`config.mk`:
```
export PLATFORM = sky130hd
export DESIGN_NAME = out_port_alloc
export DESIGN_NICKNAME = d
export VERILOG_FILES = /design/src/rtl/out_port_alloc_pkg.sv /design/src/rtl/out_port_alloc_rr_pick.sv /design/src/rtl/out_port_alloc.sv
export SDC_FILE = /design/constraint.sdc
export NUM_CORES = 1
export LEC_CHECK = 0
export ABC_AREA = 0
export CAP_MARGIN = 20
export CORE_MARGIN = 2
export CORE_UTILIZATION = 38
export DETAILED_ROUTE_END_ITERATION = 12
export SETUP_SLACK_MARGIN = 0.5
export SYNTH_ARGS = -nofsm -noshare
export SYNTH_HDL_FRONTEND = slang
export SYNTH_SLANG_ARGS = --single-unit
```
`constraint.sdc`:
```
create_clock -name clk_i -period 9 [get_ports clk_i]
set_input_delay 2.7 -clock clk_i [delete_from_list [all_inputs] [get_ports clk_i]]
set_output_delay 2.7 -clock clk_i [all_outputs]
set_load 0.01 [all_outputs]
```
`src/rtl/out_port_alloc_pkg.sv`:
```
// Shared NoC switch definitions: allocator FSM encoding, default port count
// and a helper for index widths.
package out_port_alloc_pkg;

  // Default number of input ports contending for one output port.
  localparam int NOC_IN_N = 5;

  // Output-port allocator states.
  typedef enum logic {
    ST_IDLE   = 1'b0,
    ST_LOCKED = 1'b1
  } alloc_state_e;

  // Width of a binary port index; never zero so single-port builds still elaborate.
  function automatic int id_width(input int n);
    return (n > 1) ? $clog2(n) : 1;
  endfunction

endpackage

```
`src/rtl/out_port_alloc_rr_pick.sv`:
```
// rr_pick: combinational round-robin selector. Returns the first set request
// at or after ptr_i, wrapping from IN_N-1 to 0, as one-hot and binary index.
module rr_pick
  import out_port_alloc_pkg::*;
#(
  parameter int IN_N = NOC_IN_N
) (
  input  logic [IN_N-1:0]         req_i,
  input  logic [id_width(IN_N)-1:0] ptr_i,
  output logic [IN_N-1:0]         win_o,
  output logic [id_width(IN_N)-1:0] idx_o,
  output logic                    any_o
);

  localparam int IDW = id_width(IN_N);

  logic found;
  int   j;

  // Scan IN_N positions starting at the pointer; the first hit wins.
  always_comb begin
    win_o = '0;
    idx_o = '0;
    found = 1'b0;
    j     = 0;
    for (int k = 0; k < IN_N; k++) begin
      j = int'(ptr_i) + k;
      if (j >= IN_N) j = j - IN_N;
      if (!found && req_i[j]) begin
        found    = 1'b1;
        win_o[j] = 1'b1;
        idx_o    = IDW'(j);
      end
    end
    any_o = found;
  end

endmodule

```
`src/rtl/out_port_alloc.sv`:
```
// out_port_alloc: wormhole output-port allocator. Round-robin arbitration in
// IDLE, lock held until the owner's tail flit transfers, then a one-cycle
// re-arbitration bubble.
// Optional: define ALLOC_LOCK_TIMEOUT_EN to release a lock whose owner has
// stopped requesting for TIMEOUT_CYC consecutive cycles.
//
// Handshake: a flit moves on a cycle where the owner requests (req_i[owner]),
// the downstream accepts (ready_i) and a grant is held; xfer_o flags exactly
// those cycles. Neither side may make the transfer depend on xfer_o.
module out_port_alloc
  import out_port_alloc_pkg::*;
#(
  parameter int IN_N        = NOC_IN_N,
  parameter int TIMEOUT_CYC = 16
) (
  input  logic                      clk_i,
  input  logic                      rst_ni,
  input  logic [IN_N-1:0]           req_i,
  input  logic [IN_N-1:0]           tail_i,
  input  logic                      ready_i,
  output logic [IN_N-1:0]           grant_o,
  output logic [id_width(IN_N)-1:0] grant_id_o,
  output logic                      grant_vld_o,
  output logic                      xfer_o,
  output logic                      timeout_o,
  output logic                      dbg_state_o,
  output logic [id_width(IN_N)-1:0] dbg_ptr_o
);

  localparam int IDW = id_width(IN_N);

  alloc_state_e    state_q, state_d;
  logic [IDW-1:0]  ptr_q, ptr_d;
  logic [IN_N-1:0] grant_q, grant_d;
  logic [IDW-1:0]  id_q, id_d;
  logic            vld_q, vld_d;
  logic            rel;

  logic [IN_N-1:0] pick_win;
  logic [IDW-1:0]  pick_idx;
  logic            pick_any;

  rr_pick #(.IN_N(IN_N)) u_rr_pick (
    .req_i (req_i),
    .ptr_i (ptr_q),
    .win_o (pick_win),
    .idx_o (pick_idx),
    .any_o (pick_any)
  );

`ifdef ALLOC_LOCK_TIMEOUT_EN
  logic [7:0] cnt_q, cnt_d;
  logic       to_q, to_d;
`else
  logic unused_timeout_cfg;
  assign unused_timeout_cfg = |8'(TIMEOUT_CYC);
`endif

  assign xfer_o      = vld_q & req_i[id_q] & ready_i;
  assign grant_o     = grant_q;
  assign grant_id_o  = id_q;
  assign grant_vld_o = vld_q;
  assign dbg_state_o = logic'(state_q);
  assign dbg_ptr_o   = ptr_q;
`ifdef ALLOC_LOCK_TIMEOUT_EN
  assign timeout_o   = to_q;
`else
  assign timeout_o   = 1'b0;
`endif

  // Next-state: arbitrate in IDLE, hold the lock in LOCKED until release.
  always_comb begin
    state_d = state_q;
    ptr_d   = ptr_q;
    grant_d = grant_q;
    id_d    = id_q;
    vld_d   = vld_q;
    rel     = 1'b0;
`ifdef ALLOC_LOCK_TIMEOUT_EN
    cnt_d   = cnt_q;
    to_d    = 1'b0;
`endif
    case (state_q)
      ST_IDLE: begin
        if (pick_any) begin
          state_d = ST_LOCKED;
          grant_d = pick_win;
          id_d    = pick_idx;
          vld_d   = 1'b1;
          ptr_d   = (pick_idx == IDW'(IN_N - 1)) ? '0 : pick_idx + IDW'(1);
`ifdef ALLOC_LOCK_TIMEOUT_EN
          cnt_d   = '0;
`endif
        end
      end
      ST_LOCKED: begin
        rel = xfer_o & tail_i[id_q];
`ifdef ALLOC_LOCK_TIMEOUT_EN
        // Count consecutive cycles the owner is silent; force release at the limit.
        if (!rel) begin
          if (req_i[id_q]) begin
            cnt_d = '0;
          end else if (cnt_q == 8'(TIMEOUT_CYC - 1)) begin
            rel  = 1'b1;
            to_d = 1'b1;
          end else begin
            cnt_d = cnt_q + 8'd1;
          end
        end
`endif
        if (rel) begin
          state_d = ST_IDLE;
          grant_d = '0;
          id_d    = '0;
          vld_d   = 1'b0;
`ifdef ALLOC_LOCK_TIMEOUT_EN
          cnt_d   = '0;
`endif
        end
      end
      default: state_d = ST_IDLE;
    endcase
  end

  // State and output registers; reset drops any lock immediately.
  always_ff @(posedge clk_i or negedge rst_ni) begin
    if (!rst_ni) begin
      state_q <= ST_IDLE;
      ptr_q   <= '0;
      grant_q <= '0;
      id_q    <= '0;
      vld_q   <= 1'b0;
`ifdef ALLOC_LOCK_TIMEOUT_EN
      cnt_q   <= '0;
      to_q    <= 1'b0;
`endif
    end else begin
      state_q <= state_d;
      ptr_q   <= ptr_d;
      grant_q <= grant_d;
      id_q    <= id_d;
      vld_q   <= vld_d;
`ifdef ALLOC_LOCK_TIMEOUT_EN
      cnt_q   <= cnt_d;
      to_q    <= to_d;
`endif
    end
  end

endmodule
```
==> impl_metrics.tcl, run 1 <==
set metrics [dict create \
    status "complete, no violations" \
    start_kind "input pin" \
    port_buffers 26 \
    dieArea_sq_um 7320 \
    end_kind "output port" \
    antenna_found_initial 0 \
    syn-cell-area_sq_um 2530 \
    design_area_sq_um 2820 \
    grt_pass1_wl_mm 12.2 \
    hold_viol 0 \
    ctsHtreeMaxLevel 1 \
    rows 29 \
    cts_tree "done" \
    async_flop_share_pct 100 \
    cp_slowest_cell "clkdlybuf4s50_1" \
    finalSetupViolations 0 \
    dr.pass1.iters 5 \
    clk_path_buf_depth 2 \
    tns_ns 0 \
    gp_congestion 0.908 \
    min_path_type "reg2reg" \
    grt_pass1_vias 2318 \
    yosysWarnings 0 \
    min_period_ns 7.32 \
    skew_ns 0.00114 \
    maxCapViolations 0 \
    antennaDiodeCount 0 \
    initial_core_util_pct 39.6 \
    synth-seq-cells 13 \
    viasPerCell 6.15 \
    drcViolationCount 0 \
    yosysSeqAreaShare_pct 12.9 \
    grt_usage_pct 20.8 \
    grt_overflow 0 \
    die_y_um 85.5 \
    rsz0062_at_grt "false" \
    layout-drive-gt1-share_pct 10.8 \
    critPathBufInv 2 \
    cts_resized 0 \
    synth-edff-count 0 \
    routed_wl_mm 7.64 \
    io_pins 28 \
    period_share_pct 81.4 \
    worst_pin_slew_ns 0.865 \
    crit_family "buffers and inverters" \
    drt_iter0_markers 206 \
    insertion_delay_ns 0.24 \
    arrival_ns 4.62 \
    cts_hold_buf 0 \
    core_sq_um 6390 \
    slew_violations 0 \
    post_cts_buffers 0 \
    cp_data_required_time_ns 6.30 \
    layout-area-overhead-vs-synth_pct 11.7 \
    cts.sinks 13 \
    die_w_um 85.5 \
    layout.nets 378 \
    cp_max_fo 10 \
    grt_max_degree 36 \
    synth-main-ff-cell "dfrtp_1" \
    nFillCells 647 \
    slowest_delay_ns 0.60 \
    slew_headroom_pct 42.3 \
    synth.distinct_cells 81 \
    syn_avg_cell_area_sq_um 7.68 \
    path_clk_slew_ns 0.05 \
    crit_chain "clkdlybuf4s50_1 > mux4_2 > a22oi_1 > nor2_1 > clkdlybuf4s50_1" \
    max_freq_ghz 0.137 \
    postSynthNetCount 364 \
    vias 2576 \
    cts_root_buffer "clkbuf_8" \
    final_common_cell "nand2_1" \
    ant_nets 0 \
    final_cell_mix "nand2_1 (31), clkdlybuf4s50_1 (26), nor2_1 (23), a21oi_1 (23), ha_1 (21)" \
    dp_hpwl_mm 5.85 \
    routedWlPerCell_um 18.2 \
    path_class "in2out" \
    numCtsBuffers 3 \
    cp_common_cell "clkdlybuf4s50_1" \
    syn_inst 329 \
    dpl_cell_area_sq_um 2780 \
]
[cells in the mapped netlist, types with 2 or more instances]
cell type	number	area (sq um)
a22oi_2	2	25.0
mux4_2	2	45.0
buf_2	3	15.0
a31o_2	2	17.5
xnor2_1	5	43.8
clkbuf_1	5	18.8
o31ai_1	5	37.5
buf_4	6	45.0
ha_1	21	263
or3_1	4	25.0
nand2_1	31	116
a21o_1	4	30.0
a2bb2oi_1	2	17.5
nor2_1	23	86.3
nand3_1	15	75.1
nor2b_1	6	37.5
inv_2	2	7.51
o21ai_1	9	45.0
a211oi_1	6	45.0
o221ai_1	2	17.5
nand4_1	4	25.0
o21a_1	4	30.0
o21ai_0	19	95.1
nand2b_1	7	43.8
and2_1	5	31.3
buf_6	3	33.8
and3_1	3	18.8
a22oi_1	3	22.5
a22o_1	3	26.3
o22ai_1	3	18.8
a21oi_1	23	115
mux2_2	2	22.5
mux2i_1	5	50.1
mux2_4	2	30.0
a311oi_1	3	26.3
inv_1	16	60.1
dfrtp_1	13	325
nor3_1	9	45.0
a31oi_1	4	25.0
a211o_1	2	17.5
[sequential cells by signal, indices dropped and copies added, names as in the netlist]
signal / count
dbg_state_o: 1
grant_o: 5
grant_id_o: 3
dbg_ptr_o: 3
grant_vld_o: 1
[through the flow]
stage	cells	worst slack [ns]	hold slack, ns	util, %
finish	419	1.68	0.509	44.2
global route	419	1.64	0.545	44.2
CTS	419	1.68	0.511	44.2
detailed placement	415	1.69	0.503	43.5
global placement	415	1.70	0.493	43.5
floorplan	329	2.73	0.533	-
[worst paths after layout]
| kind | startpoint | endpoint | slack [ns] | cells after the start |
|---|---|---|---|---|
| worst min-delay path | grant_o[4]$_DFFE_PN0P_ | grant_o[4]$_DFFE_PN0P_ | 0.51 | 2 |
| worst min register to register | grant_o[4]$_DFFE_PN0P_ | grant_o[4]$_DFFE_PN0P_ | 0.51 | 2 |
| worst max-delay path | req_i[1] | xfer_o | 1.68 | 5 |
| max in group asynchronous | rst_ni | dbg_ptr_o[0]$_DFFE_PN0P_ | 5.76 | 1 |
| worst max register to register | dbg_ptr_o[1]$_DFFE_PN0P_ | dbg_ptr_o[2]$_DFFE_PN0P_ | 3.58 | 14 |
| min in group asynchronous | rst_ni | grant_o[4]$_DFFE_PN0P_ | 2.84 | 1 |
[layer usage]
| metal | part of all wire (%) | global-route usage (%) |
|---|---|---|
| met2 | 47 | 32.7 |
| met5 | 0 | 0 |
| met1 | 47 | 30.9 |
| met4 | 1.0 | 3.46 |
| met3 | 5.4 | 2.60 |
[worst register-to-register path, cell delays in order (launching register included)]
cell and delay (ns):
dfrtp_1 0.90, inv_1 0.40, ha_1 0.91, inv_1 0.31, mux2i_1 0.43, mux2i_1 0.28
a32oi_2 0.24, nor4_1 0.40, and2_1 0.24, nand2_1 0.07, a22oi_1 0.40, inv_1 0.09
ha_1 0.20, or3_1 0.36, a22oi_2 0.11
[kinds of logic after synthesis]
logic type,share of synthesized area (%)
muxes,5.84
buffers and inverters,7.48
and+or+nand+nor,28.4
AOI/OAI and AO/OA,32.3
other,0.148
adders and majority gates,11.2
DFF,12.9
xor gates and xnor gates,1.73
[cell type report]
type                            count  area (sq um)  area share (%)
Multi-Input combinational cell    279          2010            71.3
Tap cell                           77          96.3            3.41
Timing Repair Buffer               28           275            9.76
Sequential cell                    13           325            11.5
Inverter                           18          67.6            2.39
Clock buffer                        4          45.0            1.60
Power of run 1 is not shown: default switching activity piles up to over one toggle a cycle in this logic, so the estimate is an artifact.
==> run 2: changes to the inputs <==
==> constraint.sdc (replaced) <==
create_clock -name clk_i -period 7.3 [get_ports clk_i]
set_input_delay 2.19 -clock clk_i [delete_from_list [all_inputs] [get_ports clk_i]]
set_output_delay 2.19 -clock clk_i [all_outputs]
set_load 0.01 [all_outputs]
==> impl_metrics.tcl, run 2 (synthesis results as in run 1) <==
set metrics [dict create \
    min_period_ns 6.29 \
    seq_area_sq_um 325 \
    hold_viol 0 \
    crit_family "buffers and inverters" \
    worst_pin_slew_ns 0.721 \
    skew_ns 0.00164 \
    crit_chain "clkdlybuf4s50_1 > mux4_2 > a22oi_1 > nor2_1 > clkdlybuf4s50_1" \
    rows 29 \
    layout-drive-gt1-share_pct 11.1 \
    grt_max_degree 37 \
    drcViolationCount 0 \
    maxCapViolations 0 \
    routed_wl_mm 7.55 \
    largest_reg_flops 5 \
    viasPerCell 6.18 \
    met2_usage_pct 33.0 \
    path_class "in2out" \
    antennaDiodeCount 0 \
    rsz0062_at_grt "false" \
    dr.pass1.iters 4 \
    initial_core_util_pct 39.6 \
    place_ws_ns 1.02 \
    insertion_delay_ns 0.24 \
    crit_start "req_i[1]" \
    vias 2596 \
    gp_congestion 0.954 \
    tns_ns 0 \
    r2r-start "dbg_ptr_o[0]$_DFFE_PN0P_" \
    cp_slowest_cell "clkdlybuf4s50_1" \
    ant_nets 0 \
    drt_iter0_markers 293 \
    cts_root_buffer "clkbuf_8" \
    period_share_pct 86.1 \
    slew_headroom_pct 51.9 \
    antenna_found_initial 0 \
    numCtsBuffers 3 \
    grt_usage_pct 20.9 \
    grt_use_met1_pct 31.3 \
    ctsHtreeMaxLevel 1 \
    met3_usage_pct 2.12 \
    setup_ws_ns 1.01 \
    grt_overflow 0 \
    cp_common_cell "clkdlybuf4s50_1" \
    grt_pass1_vias 2383 \
    gr-max-usage-layer "met2" \
    path_clk_slew_ns 0.05 \
    layout.nets 379 \
    clk_path_buf_depth 2 \
    status "complete, no violations" \
    port_buffers 26 \
    finalSetupViolations 0 \
    final_cell_mix "nand2_1 (31), clkdlybuf4s50_1 (26), nor2_1 (23), a21oi_1 (23), ha_1 (21)" \
    cp_data_required_time_ns 5.11 \
    min_path_type "reg2reg" \
    nFillCells 657 \
    max_freq_ghz 0.159 \
    die_w_um 85.5 \
    cts.sinks 13 \
    arrival_ns 4.10 \
    io_pins 28 \
    die_y_um 85.5 \
    core_sq_um 6390 \
    dp_hpwl_mm 5.71 \
    dieArea_sq_um 7320 \
    end_kind "output port" \
    multiInputGateArea_sq_um 2010 \
    slowest_delay_ns 0.60 \
    final_common_cell "nand2_1" \
    cts_tree "done" \
    cts_hold_buf 0 \
    cp_max_fo 10 \
    slew_violations 0 \
    grt_pass1_wl_mm 12.4 \
    cts_resized 0 \
    layout-area-overhead-vs-synth_pct 12.0 \
    hp-start "grant_o[4]$_DFFE_PN0P_" \
    post_cts_buffers 0 \
    routedWlPerCell_um 18.0 \
    start_kind "input pin" \
    post-route-util_pct 44.3 \
    critPathBufInv 2 \
]
-- run 2: cell types whose count changed in the layout (fill, tap and decap cells not counted) --
cell and delta:
buf_4 +1
-- run 2: worst register-to-register path, cell delays in order (launching register included) --
cell and delay (ns):
dfrtp_1 0.32, buf_4 0.35, inv_2 0.30, ha_1 0.85, inv_1 0.32, mux2i_1 0.45
mux2i_1 0.31, a32oi_2 0.25, nor4_1 0.39, and2_1 0.22, nand2_1 0.08, a22oi_1 0.39
inv_1 0.09, ha_1 0.20, or3_1 0.35, a22oi_2 0.12
-- run 2: layout make-up --
type                            instances  share of cell area, %
Clock buffer                            4                   1.59
Inverter                               18                   2.39
Multi-Input combinational cell        279                   71.1
Sequential cell                        13                   11.5
Tap cell                               77                   3.41
Timing Repair Buffer                   29                   10.0
-- run 2: final timing paths --
kind	cells after the start	slack, ns	end
min in group asynchronous	1	2.32	grant_o[2]$_DFFE_PN0P_
max reg2reg	15	2.25	dbg_ptr_o[2]$_DFFE_PN0P_
min reg2reg	2	0.51	grant_o[4]$_DFFE_PN0P_
max	5	1.01	xfer_o
max in group asynchronous	1	4.61	grant_vld_o$_DFFE_PN0P_
min	2	0.51	grant_o[4]$_DFFE_PN0P_
-- run 2: per-layer routing --
metal  up-vias  wire (um)  part of all wire (%)
met3        12        325                   4.3
li1       1253          -                     -
met1      1254       3670                    49
met4         0         94                   1.2
met2        77       3460                    46
met5         -          0                     0
-- run 2: through the flow --
step | hold slack (ns) | cell area, sq um | std cells
floorplan | 0.533 | 2530 | 329
CTS | 0.520 | 2830 | 420
detailed placement | 0.505 | 2780 | 416
finish | 0.510 | 2830 | 420
global placement | 0.491 | 2780 | 416
global route | 0.551 | 2830 | 420
Power of run 2 is left out for the same reason.
==> run 3: changes to the inputs <==
==> constraint.sdc (replaced) <==
create_clock -name clk_i -period 6.1 [get_ports clk_i]
set_input_delay 1.83 -clock clk_i [delete_from_list [all_inputs] [get_ports clk_i]]
set_output_delay 1.83 -clock clk_i [all_outputs]
set_load 0.01 [all_outputs]
==> impl_metrics.tcl, run 3 (synthesis results as in run 1) <==
set metrics [dict create \
    status "complete, no violations" \
    max_freq_ghz 0.181 \
    worst_pin_slew_ns 0.674 \
    cp_max_fo 8 \
    dieArea_sq_um 7320 \
    io_pins 28 \
    layout-area-overhead-vs-synth_pct 13.5 \
    drcViolationCount 0 \
    arrival_ns 3.70 \
    start_kind "input pin" \
    holdPathStages 2 \
    grt_max_degree 36 \
    r2r-end "dbg_ptr_o[2]$_DFFE_PN0P_" \
    insertion_delay_ns 0.24 \
    hold_path_end "grant_o[4]$_DFFE_PN0P_" \
    die_w_um 85.5 \
    cts_tree "done" \
    initial_core_util_pct 39.6 \
    clk_path_buf_depth 2 \
    post_cts_buffers 0 \
    skew_ns 0.00163 \
    hp-start "grant_o[4]$_DFFE_PN0P_" \
    dr.pass1.iters 5 \
    cp_data_required_time_ns 4.27 \
    ff2ff_path_depth 15 \
    largest_reg_flops 5 \
    ctsHtreeMaxLevel 1 \
    period_share_pct 90.6 \
    slew_headroom_pct 54.8 \
    seq_area_sq_um 325 \
    drt_iter0_markers 243 \
    end_kind "output port" \
    grt_pass1_vias 2358 \
    multiInputGateArea_sq_um 2010 \
    path_clk_slew_ns 0.05 \
    r2r-start "dbg_ptr_o[1]$_DFFE_PN0P_" \
    grt_overflow 0 \
    die_y_um 85.5 \
    ant_nets 0 \
    cts_resized 0 \
    port_buffers 26 \
    grt_usage_pct 20.6 \
    min_period_ns 5.53 \
    maxCapViolations 0 \
    antenna_found_initial 0 \
    grt_pass1_wl_mm 12.3 \
    numCtsBuffers 3 \
    layout-drive-gt1-share_pct 12.4 \
    routedWlPerCell_um 17.8 \
    cts_root_buffer "clkbuf_8" \
    rows 29 \
    rrSetupSlack_ns 1.53 \
    core_sq_um 6390 \
    dp_hpwl_mm 5.73 \
    tns_ns 0 \
    finalSetupViolations 0 \
    viasPerCell 6.11 \
    post-route-util_pct 44.9 \
    gp_congestion 0.927 \
    slew_violations 0 \
    final_common_cell "nand2_1" \
    rsz0062_at_grt "false" \
    min_path_type "reg2reg" \
    path_class "in2out" \
    nFillCells 664 \
    antennaDiodeCount 0 \
    cts_hold_buf 0 \
    routed_wl_mm 7.58 \
    final_cell_mix "nand2_1 (31), clkdlybuf4s50_1 (26), nor2_1 (23), a21oi_1 (23), ha_1 (21)" \
    layout.nets 384 \
    hold_viol 0 \
    vias 2597 \
    cts.sinks 13 \
]
[run 3: cell type report]
cell class	instances	share of cell area, %
Clock buffer	4	1.57
Inverter	18	2.36
Multi-Input combinational cell	279	70.2
Sequential cell	13	11.3
Tap cell	77	3.36
Timing Repair Buffer	34	11.2
[run 3: worst max-delay path, cell delays in order]
cell and delay [ns]:
clkdlybuf4s50_1 0.56, mux4_2 0.55, a22oi_1 0.20, nor2_1 0.08, clkdlybuf4s50_1 0.48
[run 3: per-stage QoR]
step	cells	instance area, sq um	hold WS (ns)	setup WS (ns)
final	425	2870	0.507	0.571
after global routing	425	2870	0.552	0.511
after CTS	425	2870	0.512	0.575
after detailed placement	421	2820	0.492	0.576
after global placement	421	2820	0.492	0.583
after floorplan	329	2530	0.533	1.51
[run 3: metal layers]
layer	GRT usage [%]	vias to the layer above	wire [um]	part of all wire, %
li1	-	1270	-	-
met1	30.5	1244	3660	48
met2	32.7	77	3450	46
met3	3.37	6	432	5.7
met4	2.02	0	39	0.51
met5	0	-	0	0
[run 3: worst max-delay path by stage]
stage                   from                       end  slack [ns]  cells past startpoint
floorplan           req_i[1]  dbg_ptr_o[2]$_DFFE_PN0P_        1.51                     12
CTS                 req_i[2]                    xfer_o        0.57                      5
detailed placement  req_i[2]                    xfer_o        0.58                      5
global placement    req_i[3]                    xfer_o        0.58                      5
global route        req_i[2]                    xfer_o        0.51                      5
finish              req_i[2]                    xfer_o        0.57                      5
Power of run 3 is left out for the same reason.
